### src/rtl/i2c_target_pkg.sv
// i2c_target_pkg: shared states, address and field widths for the I2C target (I2C_TARGET_READ_EN adds read states)
package i2c_target_pkg;
  localparam logic [6:0] WM8731_ADDR = 7'h1A;
  localparam logic ACK = 1'b0;
  localparam logic NACK = 1'b1;
  localparam int REG_W = 7;
  localparam int DATA_W = 9;
  typedef enum logic [3:0] {
    IDLE, ADDR, ADDR_ACK, BYTE_HI, ACK_HI, BYTE_LO, ACK_LO, IGNORE
`ifdef I2C_TARGET_READ_EN
    , RD_HI, RACK_HI, RD_LO, RACK_LO
`endif
  } state_t;
endpackage

### src/rtl/i2c_line_filter.sv
// i2c_line_filter: synchronizer, glitch filter and edge pulses for one open-drain line
module i2c_line_filter #(
  parameter int FILTER_LEN = 3
) (
  input  logic clk,
  input  logic reset,
  input  logic pin,
  output logic level,
  output logic rise,
  output logic fall
);
  localparam int CW = $clog2(FILTER_LEN + 1);
  logic [1:0] sync;
  logic [CW-1:0] cnt;
  // level follows the synchronized pin only after FILTER_LEN consecutive differing samples
  always_ff @(posedge clk) begin
    if (reset) begin
      sync <= 2'b11;
      level <= 1'b1;
      cnt <= '0;
      rise <= 1'b0;
      fall <= 1'b0;
    end else begin
      sync <= {sync[0], pin};
      rise <= 1'b0;
      fall <= 1'b0;
      if (sync[1] == level) cnt <= '0;
      else if (cnt == CW'(FILTER_LEN - 1)) begin
        level <= sync[1];
        cnt <= '0;
        rise <= sync[1];
        fall <= ~sync[1];
      end else cnt <= cnt + 1'b1;
    end
  end
endmodule

### src/rtl/i2c_target.sv
// i2c_target: WM8731-style I2C write target producing {reg, data} strobes; I2C_TARGET_READ_EN enables read-back
module i2c_target
  import i2c_target_pkg::*;
#(
  parameter logic [REG_W-1:0] TGT_ADDR = WM8731_ADDR,
  parameter int FILTER_LEN = 3
) (
  input  logic clk,
  input  logic reset,
  input  logic scl_in,
  input  logic sda_in,
  output logic sda_oe,
  output logic wr_valid,
  output logic [REG_W-1:0] wr_addr,
  output logic [DATA_W-1:0] wr_data,
  output logic busy,
  output logic addr_nack
);
  logic scl_lvl, scl_rise, scl_fall, sda_lvl, sda_rise, sda_fall;
  logic start, stop, last, addr_ok;
  logic [7:0] sh, hi, byte_nx;
  logic [3:0] cnt;
  state_t state;
`ifdef I2C_TARGET_READ_EN
  logic rd;
  logic [15:0] tx;
`endif
  i2c_line_filter #(.FILTER_LEN(FILTER_LEN)) u_scl (
    .clk(clk), .reset(reset), .pin(scl_in), .level(scl_lvl), .rise(scl_rise), .fall(scl_fall)
  );
  i2c_line_filter #(.FILTER_LEN(FILTER_LEN)) u_sda (
    .clk(clk), .reset(reset), .pin(sda_in), .level(sda_lvl), .rise(sda_rise), .fall(sda_fall)
  );
  assign start = sda_fall & scl_lvl;
  assign stop = sda_rise & scl_lvl;
  assign byte_nx = {sh[6:0], sda_lvl};
  assign last = cnt == 4'd7;
`ifdef I2C_TARGET_READ_EN
  assign addr_ok = byte_nx[7:1] == TGT_ADDR;
`else
  assign addr_ok = byte_nx == {TGT_ADDR, 1'b0};
`endif
  // protocol FSM: bus conditions take priority, bytes shift on SCL rise, ACK/read bits change after SCL fall
  always_ff @(posedge clk) begin
    if (reset) begin
      state <= IDLE;
      cnt <= '0;
      sh <= '0;
      hi <= '0;
      sda_oe <= 1'b0;
      wr_valid <= 1'b0;
      wr_addr <= '0;
      wr_data <= '0;
      busy <= 1'b0;
      addr_nack <= 1'b0;
`ifdef I2C_TARGET_READ_EN
      rd <= 1'b0;
      tx <= '0;
`endif
    end else begin
      wr_valid <= 1'b0;
      addr_nack <= 1'b0;
      if (stop) begin
        state <= IDLE;
        busy <= 1'b0;
        sda_oe <= ~NACK;
      end else if (start) begin
        state <= ADDR;
        cnt <= '0;
        busy <= 1'b1;
        sda_oe <= ~NACK;
      end else begin
        case (state)
          ADDR, BYTE_HI, BYTE_LO: if (scl_rise) begin
            sh <= byte_nx;
            cnt <= last ? 4'd0 : cnt + 4'd1;
            if (last) begin
              if (state == ADDR) begin
                state <= addr_ok ? ADDR_ACK : IGNORE;
                addr_nack <= ~addr_ok;
`ifdef I2C_TARGET_READ_EN
                rd <= byte_nx[0];
                tx <= {wr_addr, wr_data};
`endif
              end else if (state == BYTE_HI) begin
                hi <= byte_nx;
                state <= ACK_HI;
              end else begin
                wr_addr <= hi[7:1];
                wr_data <= {hi[0], byte_nx};
                wr_valid <= 1'b1;
                state <= ACK_LO;
              end
            end
          end
          ADDR_ACK, ACK_HI, ACK_LO: if (scl_fall) begin
            if (!sda_oe) sda_oe <= ~ACK;
            else begin
              sda_oe <= ~NACK;
              state <= state == ACK_HI ? BYTE_LO : BYTE_HI;
`ifdef I2C_TARGET_READ_EN
              if (state == ADDR_ACK && rd) begin
                sda_oe <= ~tx[15];
                tx <= {tx[14:0], 1'b0};
                cnt <= 4'd1;
                state <= RD_HI;
              end
`endif
            end
          end
`ifdef I2C_TARGET_READ_EN
          RD_HI, RD_LO: if (scl_fall) begin
            if (cnt == 4'd8) begin
              sda_oe <= ~NACK;
              cnt <= '0;
              state <= state == RD_HI ? RACK_HI : RACK_LO;
            end else begin
              sda_oe <= ~tx[15];
              tx <= {tx[14:0], 1'b0};
              cnt <= cnt + 4'd1;
            end
          end
          RACK_HI: if (scl_rise) state <= sda_lvl == NACK ? IGNORE : RD_LO;
          RACK_LO: if (scl_rise) state <= IGNORE;
`endif
          default: ;
        endcase
      end
    end
  end
endmodule

### config.mk
export PLATFORM = sky130hd
export DESIGN_NAME = i2c_target
export DESIGN_NICKNAME = d
export VERILOG_FILES = /design/src/rtl/i2c_target_pkg.sv /design/src/rtl/i2c_line_filter.sv /design/src/rtl/i2c_target.sv
export SDC_FILE = /design/constraint.sdc
export NUM_CORES = 1
export LEC_CHECK = 0
export ABC_AREA = 1
export BUFFER_PORTS_ARGS = -buffer_cell sky130_fd_sc_hd__buf_2
export CAP_MARGIN = 20
export CORE_AREA = 2 2 67 69
export CTS_BUF_LIST = sky130_fd_sc_hd__clkbuf_4 sky130_fd_sc_hd__clkbuf_8
export DETAILED_ROUTE_END_ITERATION = 16
export DIE_AREA = 0 0 69 71
export PLACE_DENSITY_LB_ADDON = 0.2
export SYNTH_ARGS = -nofsm -noshare
export SYNTH_HDL_FRONTEND = slang
export SYNTH_HIERARCHICAL = 1
export SYNTH_SLANG_ARGS = --single-unit
### constraint.sdc
create_clock -name clk -period 1.5 [get_ports clk]
set_input_delay 0.15 -clock clk [delete_from_list [all_inputs] [get_ports clk]]
set_output_delay 0.15 -clock clk [all_outputs]
set_load 0.02 [all_outputs]
# After elaboration in Yosys (flattened, before gate mapping)

Index checks and enable logic that the tools add are counted.

Multiplexer cells: 16
Bitwise logic cells: 16
Add/sub/neg operators: 3
Eq/ne operators: 20
Reduce and logical (&&, ||, !) cells: 23

Operators by type and width:

| operator            | count |
|---|---|
| $mux 4              | 8 |
| $reduce_or 3->1     | 7 |
| $eq 4x3->1 const B  | 4 |
| $not 1->1           | 14 |
| $reduce_and 7->1    | 2 |
| $reduce_or 7->1     | 2 |
| $reduce_and 5->1    | 2 |
| $mux 3              | 3 |
| $eq 4x2->1 const B  | 2 |
| $eq 8x6->1 const B  | 1 |
| $pmux 4 s2          | 1 |
| $ne 3x2->1 const B  | 2 |
| $ne 3x3->1 const B  | 2 |
| $reduce_and 2->1    | 3 |
| $reduce_bool 2->1   | 3 |
| $add 2x1->2 const B | 2 |
| $add 4x1->4 const B | 1 |
| $eq 2x2->1 const B  | 2 |
| $eq 4x1->1 const B  | 1 |
| $ne 2x1->1 const B  | 2 |
| $ne 2x2->1 const B  | 2 |
| $reduce_and 4->1    | 1 |
| $mux 1              | 3 |
| $reduce_and 3->1    | 1 |
| 5 further kinds     | 7 |

Output and inout port bits: 20
Input bits: 4
Logic and storage cells: 99
Register bits after elaboration: 57

# Logic depth before layout (Yosys ltp)

Depth after elaboration: 7
Gate-level depth with buffers: 10
Mapped depth without buffers: 10

# Hierarchy

Netlist, hierarchy kept.

Modules (own cells, without submodules):

| module          | area each (µm²) | times used | cells each | sequential area each (µm²) |
|---|---|---|---|---|
| i2c_target      | 1766.7          | 1          | 233        | 840.8 |
| i2c_line_filter | 237.7           | 2          | 25         | 140.1 |

# Least setup slack after synthesis

No wires, ideal clock.

Path type: flip-flop to flip-flop
From: register cnt[0] (netlist name)
To: register wr_addr[0]
Path slack: 0.150 ns
Cell stages (with the launch flop): 9
Setup time: 0.070 ns
Path buffers: 1
Arrival time: 1.279 ns
Data required time: 1.430 ns
Clock period less this slack: 1.350 ns
Cells stage by stage: dfxtp_1 ha_1 nand2_1 nor2_2 inv_2 nor2_4 buf_2 nand3_1 a21oi_1

RTL lines:

| what                 | RTL line         | source |
|---|---|---|
| to (signal assigned) | i2c_target.sv:89 | `wr_addr <= hi[7:1];` |
| to (decl)            | i2c_target.sv:14 | `output logic [REG_W-1:0] wr_addr,` |

==> flow_summary.toml <==
[synth]
async_flop_share_pct = 0
syn-cell-area_mm2 = 0.002242
synth_edf_count = 0
synth_seq_area_share_pct = 50.00
ys_ff_latch = 56
yosysMostFrequentCell = "nand2_1"
syn_area_per_cell_um2 = 7.923
synth_area_leaders = "dfxtp_1 (50%), nand2_1 (10%), a21oi_1 (6.3%)"
synth_flop_cell = "dfxtp_1"
syn_inst = 283
ys_warn_count = 6
yosysTopAreaCell = "dfxtp_1"
synthTopCellsByCount = "nand2_1 (60), dfxtp_1 (56), a21oi_1 (28), nor2_1 (28), inv_1 (24)"
synth_top_area_share_pct = 50.00
synth_cell_types = 25
synthesis.nets = 290

[place]
portBuffers = 23
gp_congestion = 0.8081
place_hpwl_um = 2859
dpl_worst_slack_ps = -9.610
dpl_cell_area_mm2 = 0.002436
post-place-cells = 359

[final_layout]
design_area_mm2 = 0.002660
area_delta_synth_final_pct = 18.64
finalNonFillerCells = 375
drive_gt1_share_pct = 25.39
num-nets-final = 329
diodes = 0

[route]
via_count = 1860
drt_iter0_drc = 98
drt_first_pass_iters = 4
avgRoutedWirePerCell_um = 11.32
ant_nets = 0
wirelength_um = 4245
post-route-drc-count = 0
viasPerCell = 4.960

[status]
status = "finished clean"

[clock_network]
cts_sinks = 56
hold_buffers = 0
numCtsBuffers = 5
cts_tree = "done"
h-tree-depth = 2
cts.path.max_buffers = 2
cts.clk_slew.worst_paths_ps = 90
clock_latency_ps = 310
clockRootBuffer = "clkbuf_8"

[worst_setup_path]
slowest_delay_ps = 370
path_delay_family = "flip-flops"
required_ps = 1740
critPathBufInv = 3
slowest_stage = "dfxtp_2"
critPathLaunchType = "flop"
crit_fanout = 6
crit_top_cell = "nor2_4"
crit_arrival_ps = 1630
crit_chain = "ha_4 > nand2_2 > nor2_4 > inv_2 > nor2_4 > buf_12 > buf_6 > nand3_1 > a21oi_1"
critPathCaptureType = "flop"
crit_type = "reg2reg"

[run]
cap_violations = 0

[global_route]
grt_overflow_total = 0
grt_pass1_wl_um = 7376
antenna_found_initial = 0
globalRouteTotalUtil_pct = 18.07
grt_pass1_vias = 1740
grt_max_degree = 22

[worst_hold_path]
min-delay-path-class = "in2reg"

[floorplan]
design.die.area_mm2 = 0.004899
std_cell_rows = 24
start_util_pct = 53.33
die_w_um = 69
die_h_um = 71
core-area_mm2 = 0.004204
io-pin-count = 24

[power_and_ir_drop]
fin_total_pwr_mw = 2.409
power_density_mw_per_mm2 = 905.8
peakVddDrop_uv = 690.2
cellLeakagePower_nw = 1.228

[sta]
finClkSkew_ps = 6.102
fin_crit_sh_pct = 92.52
whs_ps = 21.16
finalMaxSlewViolations = 0
fin_crit_ps = 1388
hold_viol_final = 0
worst_slack_ps = 112.1
worst_pin_slew_ps = 307.1
setup_viol = 0
fmax_mhz = 720.5
slew_headroom_pct = 79.37
## path summary, 6_finish.rpt
path                                               from                       end  slack (ps)  cells after the start
worst max-delay path                cnt[1]$_SDFFE_PP0P_   wr_data[2]$_SDFFE_PP0P_         110                      9
worst min-delay path                             sda_in  u_sda/sync[0]$_SDFF_PP1_          20                      2
worst max register to register      cnt[1]$_SDFFE_PP0P_   wr_data[2]$_SDFFE_PP0P_         110                      9
worst min register to register  u_scl/cnt[0]$_SDFF_PP0_   u_scl/cnt[0]$_SDFF_PP0_         410                      1
## flip-flops by register name (all words and copies together) (netlist names), 2 cells and up
signal / count
state: 3
wr_addr: 7
u_scl/cnt: 2
hi: 8
cnt: 4
wr_data: 9
u_sda/cnt: 2
u_scl/sync: 2
u_sda/sync: 2
sh: 7
## what timing repair did
action                                  in CTS  in global routing
resized for setup                            4                 11
cloned                                       0                  2
endpoints found under the hold margin        0                  0
pin swaps                                    2                  6
endpoints found under the setup margin      12                 30
buffers inserted                             3                  3
## final cells by class
class / count / area (um^2)
sequential: 56 / 1125
inverter: 29 / 108.9
clock buffer: 7 / 90.09
timing repair buffer: 38 / 251.5
multi-input combinational: 192 / 1012
fill: 375 / 1544
tap: 52 / 65.06
clock inverter: 1 / 7.507
## layer usage
metal | vias to the layer above | track usage, % | wire [um]
met5 | - | 0 | 0
met4 | 0 | 6.536 | 73
met3 | 5 | 4.274 | 186
met2 | 36 | 29.27 | 1861
met1 | 833 | 23.72 | 2123
li1 | 986 | - | -
## cells in the final DEF (no fill, tap or decap), types with 2 or more instances in the layout
master,Yosys,final
or2_2,6,6
clkbuf_8,0,6
nor2_4,2,4
inv_2,5,5
dfxtp_2,0,3
o21ai_0,16,15
a21oi_1,28,27
inv_1,24,24
nand2_1,60,58
nand2_4,2,3
buf_2,1,23
nand4_2,2,2
nand3_1,20,19
o21ai_1,7,8
nand2_2,5,7
buf_4,2,11
nor2_1,28,28
nor3_1,6,6
buf_6,2,3
dfxtp_1,56,53
ha_1,3,2
## power breakdown
group | switching [mW] | total [mW] | internal (mW)
logic | 0.0324 | 0.0513 | 0.0189
registers | 0.00380 | 1.50 | 1.49
clock network | 0.468 | 0.862 | 0.394
total | 0.504 | 2.41 | 1.91
## logic make-up (layout without fill, tap and decap cells)
kind of cell    Yosys count  count (layout)  synth area share, %
compound gates           53              53                12.44
fa+ha+maj                 3               3                1.674
buf+inv                  37              75                7.254
flops                    56              56                50.00
simple gates            134             136                28.63
## metrics by stage
step,setup TNS (ps),util (%)
after floorplan,0,-
after global placement,0,57.95
after detailed placement,-27.13,57.95
after CTS,-14.43,61.07
after global routing,-31.42,63.27
final,0,63.27
Power figures use the tool's default switching activity.
